### config.mk
export PLATFORM = sky130hd
export DESIGN_NAME = xst_arb
export DESIGN_NICKNAME = d
export VERILOG_FILES = /design/src/rtl/xst_arb.sv
export SDC_FILE = /design/constraint.sdc
export NUM_CORES = 1
export LEC_CHECK = 0
export CAP_MARGIN = 20
export CELL_PAD_IN_SITES_DETAIL_PLACEMENT = 1
export CELL_PAD_IN_SITES_GLOBAL_PLACEMENT = 2
export CORE_MARGIN = 8
export CORE_UTILIZATION = 21
export DETAILED_ROUTE_END_ITERATION = 6
export PLACE_DENSITY_LB_ADDON = 0.1
export SLEW_MARGIN = 20
export SYNTH_ARGS = -nofsm -noshare
export SYNTH_HDL_FRONTEND = slang
export SYNTH_SLANG_ARGS = --single-unit
### constraint.sdc
create_clock -name clk_i -period 1.9 [get_ports clk_i]
set_input_delay 0.38 -clock clk_i [delete_from_list [all_inputs] [get_ports clk_i]]
set_output_delay 0.38 -clock clk_i [all_outputs]
set_load 0.005 [all_outputs]
### src/rtl/xst_arb.sv
// Two-requester round-robin arbiter and transfer sequencer for the xst shift engine.
// Grants the engine, loads it in normal or reversed order, waits for idle, reads back.
module xst_arb (
    input  logic        clk_i,
    input  logic        reset_i,
    input  logic        req_a_i,
    input  logic        req_b_i,
    input  logic        rev_a_i,
    input  logic        rev_b_i,
    input  logic [63:0] dat_a_i,
    input  logic [63:0] dat_b_i,
    input  logic [5:0]  bits_a_i,
    input  logic [5:0]  bits_b_i,
    input  logic [15:0] baud_a_i,
    input  logic [15:0] baud_b_i,
    output logic        gnt_a_o,
    output logic        gnt_b_o,
    output logic        done_a_o,
    output logic        done_b_o,
    output logic [63:0] rdat_o,
    output logic        busy_o,
    output logic        xst_we_o,
    output logic        xst_wer_o,
    output logic        xst_oe_o,
    output logic        xst_oer_o,
    output logic [63:0] xst_dat_o,
    output logic [5:0]  xst_bits_o,
    output logic [15:0] xst_baud_o,
    input  logic        xst_idle_i,
    input  logic [63:0] xst_dat_i
);

    typedef enum logic [2:0] {
        S_IDLE,
        S_LOAD,
        S_ARM,
        S_WAIT,
        S_READ
    } state_t;

    state_t      state_reg;
    state_t      state_next;
    logic        last_b_reg;
    logic        owner_b_reg;
    logic        rev_reg;
    logic [63:0] dat_reg;
    logic [5:0]  bits_reg;
    logic [15:0] baud_reg;
    logic [63:0] rdat_reg;
    logic [1:0]  done_reg;
    logic [1:0]  gnt_vec;
    logic        grant;
    logic        win_b;

    // Grant only into an idle engine so an in-flight transfer is never overwritten.
    assign grant = (state_reg == S_IDLE) && xst_idle_i && (req_a_i || req_b_i);
    // On a tie the requester that was not served last wins.
    assign win_b = req_b_i && (!req_a_i || !last_b_reg);

    always_comb begin
        state_next = state_reg;
        case (state_reg)
            S_IDLE: if (grant) state_next = S_LOAD;
            S_LOAD: state_next = S_ARM;
            S_ARM:  state_next = S_WAIT;
            S_WAIT: if (xst_idle_i) state_next = S_READ;
            S_READ: state_next = S_IDLE;
            default: state_next = S_IDLE;
        endcase
    end

    always_ff @(posedge clk_i or negedge reset_i) begin
        if (!reset_i) begin
            state_reg   <= S_IDLE;
            last_b_reg  <= 1'b1;
            owner_b_reg <= 1'b0;
            rev_reg     <= 1'b0;
            dat_reg     <= '0;
            bits_reg    <= '0;
            baud_reg    <= '0;
            rdat_reg    <= '0;
            done_reg    <= '0;
        end else begin
            state_reg <= state_next;
            if (grant) begin
                owner_b_reg <= win_b;
                rev_reg     <= win_b ? rev_b_i  : rev_a_i;
                dat_reg     <= win_b ? dat_b_i  : dat_a_i;
                bits_reg    <= win_b ? bits_b_i : bits_a_i;
                baud_reg    <= win_b ? baud_b_i : baud_a_i;
            end
            if (state_reg == S_READ) begin
                rdat_reg   <= xst_dat_i;
                last_b_reg <= owner_b_reg;
                done_reg   <= owner_b_reg ? 2'b10 : 2'b01;
            end else begin
                done_reg   <= 2'b00;
            end
        end
    end

    // Per-requester grant decode; index 0 is A, index 1 is B.
    for (genvar gi = 0; gi < 2; gi++) begin : g_req
        assign gnt_vec[gi] = (state_reg == S_LOAD) && (owner_b_reg == 1'(gi));
    end

    assign gnt_a_o    = gnt_vec[0];
    assign gnt_b_o    = gnt_vec[1];
    assign done_a_o   = done_reg[0];
    assign done_b_o   = done_reg[1];
    assign rdat_o     = rdat_reg;
    assign busy_o     = (state_reg != S_IDLE);
    assign xst_we_o   = (state_reg == S_LOAD) && !rev_reg;
    assign xst_wer_o  = (state_reg == S_LOAD) &&  rev_reg;
    assign xst_oe_o   = (state_reg == S_READ) && !rev_reg;
    assign xst_oer_o  = (state_reg == S_READ) &&  rev_reg;
    assign xst_dat_o  = dat_reg;
    assign xst_bits_o = bits_reg;
    assign xst_baud_o = baud_reg;

endmodule
# After elaboration in Yosys (flattened, before gate mapping)
# Index checks and enable logic that the tools add are counted.
classes:
  n_eq_ne: 6
  mux: 9
  reduce_logical: 17
  bitwise_logic: 1
op_table:
  columns: ["cell", "n"]
  rows:
  - ["64-bit two-way mux", 1]
  - ["16-bit two-way mux", 1]
  - ["3-bit case mux with 4 select lines", 1]
  - ["1-bit logical AND", 9]
  - ["3-bit by 2-bit equality test with 1-bit output, second input constant", 2]
  - ["3-bit two-way mux", 2]
  - ["6-bit two-way mux", 1]
  - ["2-bit two-way mux", 2]
  - ["2-bit inequality test, second input constant", 2]
  - ["3-bit by 1-bit equality test with 1-bit output, second input constant", 1]
  - ["3-bit equality test, second input constant", 1]
  - ["1-bit logical NOT", 3]
  - ["3-bit logical NOT", 1]
  - ["3-bit nonzero test", 1]
  - ["1-bit logical OR", 2]
  - ["2-bit AND reduction", 1]
  - ["1-bit two-way mux", 1]
  - ["1-bit NOT", 1]
totals:
  ff_bits: 158
  word_cells: 42

# Logic depth before layout (Yosys ltp)
depth:
  ltp_word: 5
  ltp_mapped: 5
  depth_no_buf: 3

# Worst setup path after synthesis
# Ideal clock, no wire load.
synth_timing:
  path_kind: "in2reg"
  start: "input port req_b_i"
  end: "register dat_reg[16] (netlist: xst_dat_o[16])"
  slack_ns: 0.056
  stages: 5
  path_buffers: 2
  arrival_time_ns: 1.717
  setup_time_ns: 0.127
  t_required_ns: 1.773
  cell_sequence: "a21boi_1 buf_4 buf_2 mux2_2 mux2_1"
synth_via:
  elab_chain_len: 2
  elab_cells_between_ends: 4
  cone_classes: "mux (1); reduce/logical (3)"
synth_rtl:
  columns: ["element", "line", "source"]
  rows:
  - ["start, declared", "7", "input logic req_b_i,"]
  - ["1-bit logical AND / 1-bit logical OR (equally long branches)", "58, 56", null]
  - ["64-bit two-way mux / 1-bit logical AND (equally long branches)", "88, 56", null]
  - ["end signal, assigned", "88", "dat_reg <= win_b ? dat_b_i : dat_a_i;"]
  - ["end, declared", "46", "logic [63:0] dat_reg;"]
# Several ways; a longest one is shown, not always the timed one.
# A chain may end at the register's enable or synchronous reset.

# Worst setup path after layout
layout_timing:
  start: "register state_reg[0]"
  end: "register dat_reg[63] (netlist: xst_dat_o[63])"
layout_via:
  elab_chain_len: 3
layout_rtl:
  columns: ["element", "line", "source"]
  rows:
  - ["start, declared", "41", "state_t state_reg;"]
  - ["start signal, assigned", "84", "state_reg <= state_next;"]
  - ["3-bit logical NOT", "56", "assign grant = (state_reg == S_IDLE) && xst_idle_i && (req_a_i || req_b_i);"]
  - ["1-bit logical AND (2 in series)", "56", null]
# Every way passes these cells.

==> run summary <==
Status = complete, no violations
Initial antenna violation count = 5
Cell area after synthesis = 6940 um^2
Initial DRC count = 79
CTS tree = yes
Clock skew = 5.32 ps
Worst-path maximum fanout = 31
Hold Path Class = in2async
Max Slew Vio Count = 0
Nets = 1103
Worst Max-Slew Pin Slew = 456 ps
CTS Buf Count = 17
First-pass GRT wire length = 41200 um
Routed vias = 5378
Via density per instance = 4.09
Detailed Place HPWL = 22200 um
Fill cells = 3437
Leading cell type in the layout, fill and taps excluded = clkdlybuf4s50_1
DR WL met3 = 3460 um
Sw Ratio = 28.8%
Unrepaired setup endpoints after global routing = true
Pwr Density = 1390 nW/um^2
Num Clock Sinks = 158
Critical-path top delay cell = dfrtp_2
Vias in the first global route = 6365
Largest net degree at the start of global routing = 67
Synth Register Bits = 158
Distinct cell type count after synthesis = 20
Slowest stage delay, CP = 450 ps
Comb pwr share = 43.7%
Crit path launch type = flip-flop
Top delay family on crit path = simple AND/OR/NAND/NOR gates
Total track usage = 14.1%
DRT Pass-1 Iters = 4
Port Buffer Count = 401
Worst vdd ir = 0.496 mV
Post-Route M1 WL = 10600 um
Avg Cell Area, Syn = 15.6 um^2
Fmax = 0.544 GHz
Num rows = 66
Final hold viol count = 0
Remaining antenna violation count = 0
Drt drc = 0
Worst EP required = 2210 ps
Share of layout cells above drive strength 1 = 33.9%
Avg WL per Cell = 21.4 um
Clk root buf = clkbuf_16
Power Internal = 12.1 mW
Post-Syn Instances = 445
Placed Area = 11600 um^2
DP Worst Slack = -357 ps
Slew margin rel. = 69.3%
Skew-Pair Late Insertion Delay = 420 ps
Final WS setup = 60.9 ps
# setup viols final = 0
Die Span X = 198 um
Die Ht = 198 um
Max-cap violation count = 0
Psw = 4.88 mW
Crit. End Element = flip-flop
Met2 WL = 13700 um
Die area = 39100 um^2
Grt ovf = 0
YS warnings = 0
Multi-input gate area = 2850 um^2
Sequential share of power = 35.5%
Mapped Nets = 688
Critical path buffers and inverters = 2
Register area = 3960 um^2
I/O Pins = 402
Critical path, cell by cell = or3_4 -> nor2_4 -> buf_12 -> buf_12 -> mux2_2
Final WL = 28200 um
Finished Cell Area = 12200 um^2
Sequential fraction of the synthesis area = 57.0%
Placer's final routability congestion estimate = 0.790
Final Critical Period = 1840 ps
CP Class = reg2reg
Most frequent cells in the layout = 393 x clkdlybuf4s50_1, 227 x mux2_2, 155 x dfrtp_1
Clock-pin slew on the worst setup and hold paths = 70 ps
Layout area overhead = 75.9%
Initial Util = 21.3%
Period utilisation layout = 96.8%
Most frequent CP cell = buf_12
Clock power share = 20.7%
Critical path data arrival time = 2150 ps
Highest routed metal layer = met5
H-tree Lvls = 4
Max Root-Sink Buffers = 2
Core ar. = 32500 um^2
Static Leak = 4.90 nW
==> metrics by stage <==
stage | cells | setup TNS, ps | util [%] | hold WS (ps) | power, mW
after CTS | 1312 | 0 | 37.4 | 456 | 17.3
final | 1316 | 0 | 37.5 | 457 | 17.0
after global placement | 1278 | -26070 | 35.5 | 337 | 13.4
after floorplan | 445 | 0 | - | 84.4 | 8.46
after detailed placement | 1278 | -27840 | 35.5 | 345 | 13.6
after global routing | 1316 | -9.59 | 37.5 | 480 | 18.1
==> power groups by stage <==
stage	registers (mW)	clock network, mW	logic (mW)
2_1_floorplan	6.06	0	2.39
3_3_place_gp	5.97	0	7.43
3_5_place_dp	6.07	0	7.52
4_1_cts	6.05	3.68	7.56
5_1_grt	6.28	3.81	7.98
6_report	6.03	3.52	7.42
==> worst reg2reg max path: cells and delay by family (launching register included) <==
kind	cells	cell delay, ps
multiplexers	1	410
AND/OR/NAND/NOR	2	530
buffers and inverters	2	340
flip-flops	1	450
==> cell families after synthesis <==
| group | share of synthesized area [%] |
|---|---|
| multiplexers | 38.8 |
| flip-flops | 57.0 |
| buffers and inverters | 2.43 |
| AND/OR/NAND/NOR | 1.42 |
| AO/OA/AOI/OAI | 0.415 |
==> cell type report <==
class | count | area share [%]
inverters | 2 | 0.0615
clock inverters | 14 | 1.27
diodes | 1 | 0.0205
multi-input cells | 260 | 23.3
flip-flops and latches | 158 | 32.4
repair buffers | 421 | 34.8
clock buffers | 18 | 3.60
well taps | 442 | 4.53
==> cells in the mapped netlist <==
cell type | n | share of area (%)
nand3_1 | 1 | 0.072
a21boi_1 | 1 | 0.11
nor2_4 | 1 | 0.16
nor3_1 | 1 | 0.072
a21o_1 | 1 | 0.11
buf_2 | 15 | 1.1
inv_1 | 2 | 0.11
buf_4 | 7 | 0.76
mux2_2 | 227 | 37
o21ai_0 | 1 | 0.072
buf_6 | 3 | 0.49
and2_1 | 3 | 0.27
nand2_1 | 1 | 0.054
and3_1 | 4 | 0.36
dfrtp_1 | 157 | 57
a221oi_1 | 1 | 0.13
or3_4 | 1 | 0.16
dfstp_2 | 1 | 0.38
nor2_1 | 5 | 0.27
mux2_1 | 12 | 1.9
==> routing by layer <==
layer | vias to the layer above | global-route usage [%]
met5 | - | 0
met4 | 8 | 3.90
met3 | 26 | 8.35
met2 | 243 | 23.3
met1 | 2670 | 15.0
li1 | 2431 | -
==> repair_timing <==
item,in CTS,in global routing
gates cloned,0,1
pin swaps,1,1
endpoints found under the hold margin,37,0
gates resized for setup,23,9
buffers inserted,1,2
hold buffers,1,0
setup endpoints to repair,7,41
==> worst paths after layout <==
path | startpoint | to | slack, ps | cells past startpoint
hold reg to reg | xst_dat_o[21] | xst_dat_o[21] | 490 | 1
hold / removal | reset_i | xst_baud_o[6] | 460 | 2
min in group clk_i | xst_dat_o[21] | xst_dat_o[21] | 490 | 1
setup reg to reg | state_reg[0] | xst_dat_o[63] | 60 | 5
setup / recovery | state_reg[0] | xst_dat_o[63] | 60 | 5
max in group asynchronous | reset_i | xst_dat_o[20] | 770 | 3
Power figures use the tool's default switching activity.
